File: src/rtl/index_stream_reader.sv
`default_nettype none
// ============================================================================
// Module   : index_stream_reader
// Purpose  : Consumer end of the ping-pong column-index double buffer. Drains
//            one filled bank (A, then B, then A, ...) through port 1 of that
//            bank's RAM. The indices leave as a valid/ready stream. A
//            credit-limited skid FIFO absorbs the RAM read latency. Each
//            drained bank is handed back to the writer with a one-cycle
//            release pulse.
// Ports    : clk, rst           - clock, synchronous active-high reset
//            bank_full[1:0]     - writer: bank filled ([0]=A, [1]=B)
//            bank_count_a/b     - valid entries per bank, sampled at bank start
//            bank_release[1:0]  - one-cycle pulse, bank returned to writer
//            rd_en_a/b, rd_addr - port-1 read enables and shared address
//            rd_data_a/b        - port-1 read data, RD_LAT cycles after enable
//            idx_out/valid/ready/last/bank - index stream to aggregation path
// Revision : 1.0 - initial release
// ============================================================================
module index_stream_reader #(
    parameter int K          = 1024,
    parameter int ADDR_W     = $clog2(K*K/32),
    parameter int IDX_W      = $clog2(K),
    parameter int RD_LAT     = 2,
    parameter int FIFO_DEPTH = 4
) (
    input  logic              clk,
    input  logic              rst,
    input  logic [1:0]        bank_full,
    input  logic [ADDR_W:0]   bank_count_a,
    input  logic [ADDR_W:0]   bank_count_b,
    output logic [1:0]        bank_release,
    output logic              rd_en_a,
    output logic              rd_en_b,
    output logic [ADDR_W-1:0] rd_addr,
    input  logic [IDX_W-1:0]  rd_data_a,
    input  logic [IDX_W-1:0]  rd_data_b,
    output logic [IDX_W-1:0]  idx_out,
    output logic              idx_valid,
    input  logic              idx_ready,
    output logic              idx_last,
    output logic              idx_bank
);

    localparam int c_PTR_W  = $clog2(FIFO_DEPTH);
    localparam int c_OCC_W  = $clog2(FIFO_DEPTH + 1);
    localparam int c_CRED_W = $clog2(FIFO_DEPTH + RD_LAT + 1);
    localparam int c_ENT_W  = IDX_W + 2;
    localparam logic [c_CRED_W-1:0] c_CREDIT_LIMIT = c_CRED_W'(FIFO_DEPTH);
    localparam logic [ADDR_W:0]     c_CNT_ONE      = (ADDR_W+1)'(1);

    typedef enum logic [1:0] {
        S_IDLE    = 2'd0,
        S_ISSUE   = 2'd1,
        S_DRAIN   = 2'd2,
        S_RELEASE = 2'd3
    } state_t;

    state_t              r_state;
    state_t              w_nextState;
    logic                r_curBank;
    logic [ADDR_W:0]     r_count;
    logic [ADDR_W:0]     r_addr;
    logic [1:0]          r_release;

    // Read-return tracking: one slot per cycle of RAM latency.
    logic [RD_LAT-1:0]   r_pipeValid;
    logic [RD_LAT-1:0]   r_pipeLast;
    logic [RD_LAT-1:0]   r_pipeBank;

    // Skid FIFO entries are {last, bank, data}.
    logic [c_ENT_W-1:0]  r_fifoMem [FIFO_DEPTH];
    logic [c_PTR_W-1:0]  r_wrPtr;
    logic [c_PTR_W-1:0]  r_rdPtr;
    logic [c_OCC_W-1:0]  r_occ;

    logic [c_CRED_W-1:0] w_inflight;
    logic                w_creditOk;
    logic                w_issue;
    logic                w_lastAddr;
    logic [ADDR_W:0]     w_startCount;
    logic                w_push;
    logic                w_pop;
    logic [c_ENT_W-1:0]  w_pushEntry;
    logic [c_ENT_W-1:0]  w_headEntry;

    assign w_startCount = r_curBank ? bank_count_b : bank_count_a;
    assign w_lastAddr   = (r_addr == (r_count - c_CNT_ONE));

    always_comb begin
        w_inflight = '0;
        for (int i = 0; i < RD_LAT; i++) begin
            w_inflight = w_inflight + c_CRED_W'(r_pipeValid[i]);
        end
    end

    // A read may be issued only if it is guaranteed a FIFO slot when it
    // returns. Every outstanding read and every queued entry holds a credit.
    // Because of this, a push can never hit a full FIFO.
    assign w_creditOk = (w_inflight + c_CRED_W'(r_occ)) < c_CREDIT_LIMIT;

    // ------------------------------------------------------------------
    // Control FSM
    // ------------------------------------------------------------------
    always_comb begin
        w_nextState = r_state;
        w_issue     = 1'b0;
        case (r_state)
            S_IDLE: begin
                if (bank_full[r_curBank]) begin
                    w_nextState = (w_startCount == '0) ? S_RELEASE : S_ISSUE;
                end
            end
            S_ISSUE: begin
                w_issue = w_creditOk;
                if (w_creditOk && w_lastAddr) begin
                    w_nextState = S_DRAIN;
                end
            end
            S_DRAIN: begin
                // Nothing is in flight, so no more pushes can arrive. The bank
                // is finished once its final queued entry leaves the FIFO.
                if ((w_inflight == '0) &&
                    ((r_occ == '0) || ((r_occ == c_OCC_W'(1)) && w_pop))) begin
                    w_nextState = S_RELEASE;
                end
            end
            S_RELEASE: begin
                w_nextState = S_IDLE;
            end
            default: begin
                w_nextState = S_IDLE;
            end
        endcase
    end

    always_ff @(posedge clk) begin
        if (rst) begin
            r_state   <= S_IDLE;
            r_curBank <= 1'b0;
            r_count   <= '0;
            r_addr    <= '0;
            r_release <= '0;
        end else begin
            r_state   <= w_nextState;
            r_release <= '0;
            case (r_state)
                S_IDLE: begin
                    if (bank_full[r_curBank]) begin
                        r_count <= w_startCount;
                        r_addr  <= '0;
                    end
                end
                S_ISSUE: begin
                    if (w_issue) begin
                        r_addr <= r_addr + c_CNT_ONE;
                    end
                end
                S_RELEASE: begin
                    r_release <= r_curBank ? 2'b10 : 2'b01;
                    r_curBank <= ~r_curBank;
                end
                default: begin
                end
            endcase
        end
    end

    assign rd_en_a      = w_issue & ~r_curBank;
    assign rd_en_b      = w_issue &  r_curBank;
    assign rd_addr      = w_issue ? r_addr[ADDR_W-1:0] : '0;
    assign bank_release = r_release;

    // ------------------------------------------------------------------
    // Read-return pipeline: a read leaves the last slot on the same cycle
    // that its data is on rd_data_*.
    // ------------------------------------------------------------------
    always_ff @(posedge clk) begin
        if (rst) begin
            r_pipeValid <= '0;
        end else begin
            r_pipeValid[0] <= w_issue;
            for (int i = 1; i < RD_LAT; i++) begin
                r_pipeValid[i] <= r_pipeValid[i-1];
            end
        end
    end

    always_ff @(posedge clk) begin
        r_pipeLast[0] <= w_lastAddr;
        r_pipeBank[0] <= r_curBank;
        for (int i = 1; i < RD_LAT; i++) begin
            r_pipeLast[i] <= r_pipeLast[i-1];
            r_pipeBank[i] <= r_pipeBank[i-1];
        end
    end

    assign w_push      = r_pipeValid[RD_LAT-1];
    assign w_pushEntry = {r_pipeLast[RD_LAT-1], r_pipeBank[RD_LAT-1],
                          r_pipeBank[RD_LAT-1] ? rd_data_b : rd_data_a};

    // ------------------------------------------------------------------
    // Skid FIFO. The pointers wrap naturally because the depth is a power of 2.
    // ------------------------------------------------------------------
    assign w_pop = idx_valid & idx_ready;

    always_ff @(posedge clk) begin
        if (rst) begin
            r_wrPtr <= '0;
            r_rdPtr <= '0;
            r_occ   <= '0;
        end else begin
            if (w_push) begin
                r_wrPtr <= r_wrPtr + c_PTR_W'(1);
            end
            if (w_pop) begin
                r_rdPtr <= r_rdPtr + c_PTR_W'(1);
            end
            case ({w_push, w_pop})
                2'b10:   r_occ <= r_occ + c_OCC_W'(1);
                2'b01:   r_occ <= r_occ - c_OCC_W'(1);
                default: r_occ <= r_occ;
            endcase
        end
    end

    always_ff @(posedge clk) begin
        if (w_push) begin
            r_fifoMem[r_wrPtr] <= w_pushEntry;
        end
    end

    // The storage is not reset, so the outputs are forced to zero while the
    // FIFO is empty.
    assign w_headEntry = r_fifoMem[r_rdPtr];
    assign idx_valid   = (r_occ != '0);
    assign idx_out     = idx_valid ? w_headEntry[IDX_W-1:0] : '0;
    assign idx_last    = idx_valid & w_headEntry[IDX_W+1];
    assign idx_bank    = idx_valid & w_headEntry[IDX_W];

endmodule
`default_nettype wire
File: config.mk
export PLATFORM = sky130hd
export DESIGN_NAME = index_stream_reader
export DESIGN_NICKNAME = d
export VERILOG_FILES = /design/src/rtl/index_stream_reader.sv
export SDC_FILE = /design/constraint.sdc
export NUM_CORES = 1
export LEC_CHECK = 0
export ABC_AREA = 1
export CAP_MARGIN = 0
export CORE_ASPECT_RATIO = 1.75
export CORE_UTILIZATION = 35
export DETAILED_ROUTE_END_ITERATION = 6
export GPL_TIMING_DRIVEN = 0
export PLACE_DENSITY = 0.53
export SYNTH_ARGS = -nofsm -noshare
export SYNTH_HDL_FRONTEND = slang
export SYNTH_SLANG_ARGS = --single-unit
File: constraint.sdc
create_clock -name clk -period 3.8 [get_ports clk]
set_clock_uncertainty 0.2 [all_clocks]
set_input_delay 0.95 -clock clk [delete_from_list [all_inputs] [get_ports clk]]
set_output_delay 0.95 -clock clk [all_outputs]
set_load 0.005 [all_outputs]
==> metrics.txt <==
CTS Sinks 100; sequential share of the synthesized area 45.7%; routed wire length 15.1 mm; final hold vios 0; unrepaired setup endpoints after global routing false; via count roughly 4700; worst hold-check slack approximately 0.13 ns; total chip power 4.23 mW; Clock H-tree levels 3; type of the worst min-delay path reg2reg; most common library cell in the layout ignoring fill and taps sky130_fd_sc_hd__nor2_1; largest net degree at the start of global routing 20; min Tclk post-route 3.61 ns; count of endpoints failing setup in the final report 0; core outline area 15000 µm²; drt first pass iters 4; Maximum Capacitance Violations 0; number of global-route vias before repair 4829; power density of the placed cells 617 nW/µm²; flop and latch count out of synthesis 100; HPWL after DPL 11.8 mm; normalized max-slew margin between 40% and 50%; Synthesis Warnings 0; area growth from synthesis to layout 26.2%; worst-skew pair later-pin latency 0.35 ns; Max Buffers Root-to-Sink 2; detailed-routed wire length on met3 314 µm; summed area of non-filler cells in the final layout 6850 µm²; global-route wire length before repair 24.0 mm; die area 16000 µm²; sum of met2 wire segment lengths after detailed routing between 8 and 9 mm; Post-Layout Cell Count 950; CTS clock-pin slew for the worst setup and hold paths about 0.070 ns; DRC Markers 0; final setup TNS 0 ns; share of async-settable or async-resettable flops after synthesis 0%; post-synth net total 738; biggest area consumer among synthesized cells sky130_fd_sc_hd__edfxtp_1; Critical Path Sink Type primary output; number of antenna violations at the first check in global routing 0; die boundary width 96.2 µm; fraction of synthesized cell area taken by the top area cell type about a quarter; predominant post-synthesis flop cell sky130_fd_sc_hd__dfxtp_1; leakage component of the power between 2 and 3 nW; slew of the pin with the lowest slew margin 0.779 ns; Top Metal Used met4; y dimension of the die 167 µm; data arrival time of the critical path 2.46 ns; post-synth design cell area 5430 µm²; Max Slew Vio Count 0; DP Area 6540 µm²; count of cell types in the netlist 38; fraction of layout instances using a drive strength above 1 8.34%; CP Launch Type flip-flop; worst-path maximum fanout 9; # placed instances 933; number of clock buffers inserted by TritonCTS 9; final worst-path cycle share between 90% and 100%; weighted congestion at the end of routability-driven global placement ~0.84; required time worst endpoint approximately 2.7 ns; Syn Inst Count about 660; Site Rows 59; Starting Density 36.2%; count of hold buffers inserted by post-cts repair 0; Antenna Cells 0; per-instance average area after synthesis 8.20 µm²; antenna-violating nets left 0; vias per cell 4.93; first-iteration detailed-routing DRC count 97; VDD IR-drop max 0.327 mV; count of port buffers added during placement 88; ranking of synthesized cells by area sky130_fd_sc_hd__edfxtp_1 (27%), sky130_fd_sc_hd__dfxtp_1 (19%), sky130_fd_sc_hd__nor2_1 (8.2%), sky130_fd_sc_hd__nand2_1 (7.3%), sky130_fd_sc_hd__a21oi_1 (4.9%); overall track demand over capacity in global routing 19.9%; commonest cells after routing, fill and taps aside sky130_fd_sc_hd__nor2_1 (118), sky130_fd_sc_hd__nand2_1 (106), sky130_fd_sc_hd__clkdlybuf4s50_1 (88); DRT met1 WL between 5 and 6 mm; layout net count roughly 840; start-to-end type of the worst setup path reg2out; leftover overflow at the end of global routing 0; Wirelength per Cell 15.9 µm; Root Buffer Master sky130_fd_sc_hd__clkbuf_16; EDFF count, synth 48; TritonCTS clock tree yes; I/O Pins 89; highest attainable clock frequency between 0.2 and 0.3 GHz; run status finished, final reports clean
-- final timing paths --
path / start / endpoint / slack [ns] / cells after the start
worst max-delay path: r_pipeValid[1]$_SDFF_PP0_ / rd_addr[12] / 0.19 / 8
worst min-delay path: r_pipeLast[0]$_DFF_P_ / r_pipeLast[1]$_DFF_P_ / 0.13 / 0
worst max register to register: r_pipeValid[1]$_SDFF_PP0_ / r_addr[0]$_SDFFE_PP0P_ / 1.01 / 12
worst min register to register: r_pipeLast[0]$_DFF_P_ / r_pipeLast[1]$_DFF_P_ / 0.13 / 0
-- state kept, by name, summed over array words and instances, names as in the netlist, named ones only --
register / count
r_wrPtr: 2
r_count: 16
r_pipeBank: 2
r_state: 2
r_addr: 16
r_curBank: 1
r_pipeLast: 2
r_pipeValid: 2
bank_release: 2
r_fifoMem: 48
r_rdPtr: 2
r_occ: 3
-- cell type report --
| class | instances | area [µm²] |
|---|---|---|
| buffer | 20 | 93.8 |
| clock buffer | 10 | 229 |
| clock inverter | 6 | 56.3 |
| fill | 1525 | 8130 |
| inverter | 66 | 248 |
| multi-input combinational | 476 | 2620 |
| sequential | 100 | 2480 |
| tap | 183 | 229 |
| timing repair buffer | 89 | 888 |
-- report_power, final --
group	switching, mW	total, mW	internal [mW]
clock network	0.435	0.892	0.458
logic	1.21	1.95	0.741
registers	0.123	1.39	1.26
total	1.76	4.23	2.46
-- cell usage after synthesis (10+ instances only) --
cell	number
sky130_fd_sc_hd__ha_1	19
sky130_fd_sc_hd__nor2_1	119
sky130_fd_sc_hd__mux2_2	10
sky130_fd_sc_hd__nand3_1	32
sky130_fd_sc_hd__nor3_1	11
sky130_fd_sc_hd__a21oi_1	53
sky130_fd_sc_hd__o21ai_0	42
sky130_fd_sc_hd__nand2_1	106
sky130_fd_sc_hd__dfxtp_1	52
sky130_fd_sc_hd__xor2_1	17
sky130_fd_sc_hd__inv_1	62
sky130_fd_sc_hd__mux2i_1	10
sky130_fd_sc_hd__edfxtp_1	48
sky130_fd_sc_hd__clkbuf_1	14
-- critical path, stage by stage, from the launching register on --
cell                              delay [ns]
sky130_fd_sc_hd__dfxtp_2                0.35
sky130_fd_sc_hd__ha_1                   0.19
sky130_fd_sc_hd__ha_1                   0.28
sky130_fd_sc_hd__nand3_1                0.09
sky130_fd_sc_hd__nand2_2                0.11
sky130_fd_sc_hd__xor2_4                 0.24
sky130_fd_sc_hd__nand2_2                0.20
sky130_fd_sc_hd__nor2_1                 0.15
sky130_fd_sc_hd__clkdlybuf4s50_1        0.52
-- routing by layer --
metal  vias up  GRT usage [%]
li1       2392              -
met1      2187           19.3
met2        84           40.1
met3        20           2.15
met4         0           7.85
met5         -              0
-- stage by stage --
stage | worst slack, ns | util [%]
floorplan | 1.09 | -
global placement | 0.293 | 43.6
detailed placement | 0.271 | 43.6
CTS | 0.0139 | 45.5
global route | 0.00294 | 45.7
finish | 0.185 | 45.7
-- cell families after synthesis --
logic type	Yosys count	synth area share, %
AO/OA/AOI/OAI	105	10.6
multiplexers	20	3.92
adder cells (fa/ha/maj)	19	4.38
XOR/XNOR	24	4.01
AND/OR/NAND/NOR	307	25.1
flip-flops	100	45.7
buffers and inverters	87	6.34
-- what timing repair did --
item,4_1_cts,5_1_grt
resized for setup,0,5
buffers inserted,0,1
gates cloned,0,1
endpoints found under the setup margin,10,19
No activity file was read; power rests on OpenSTA's default activity.
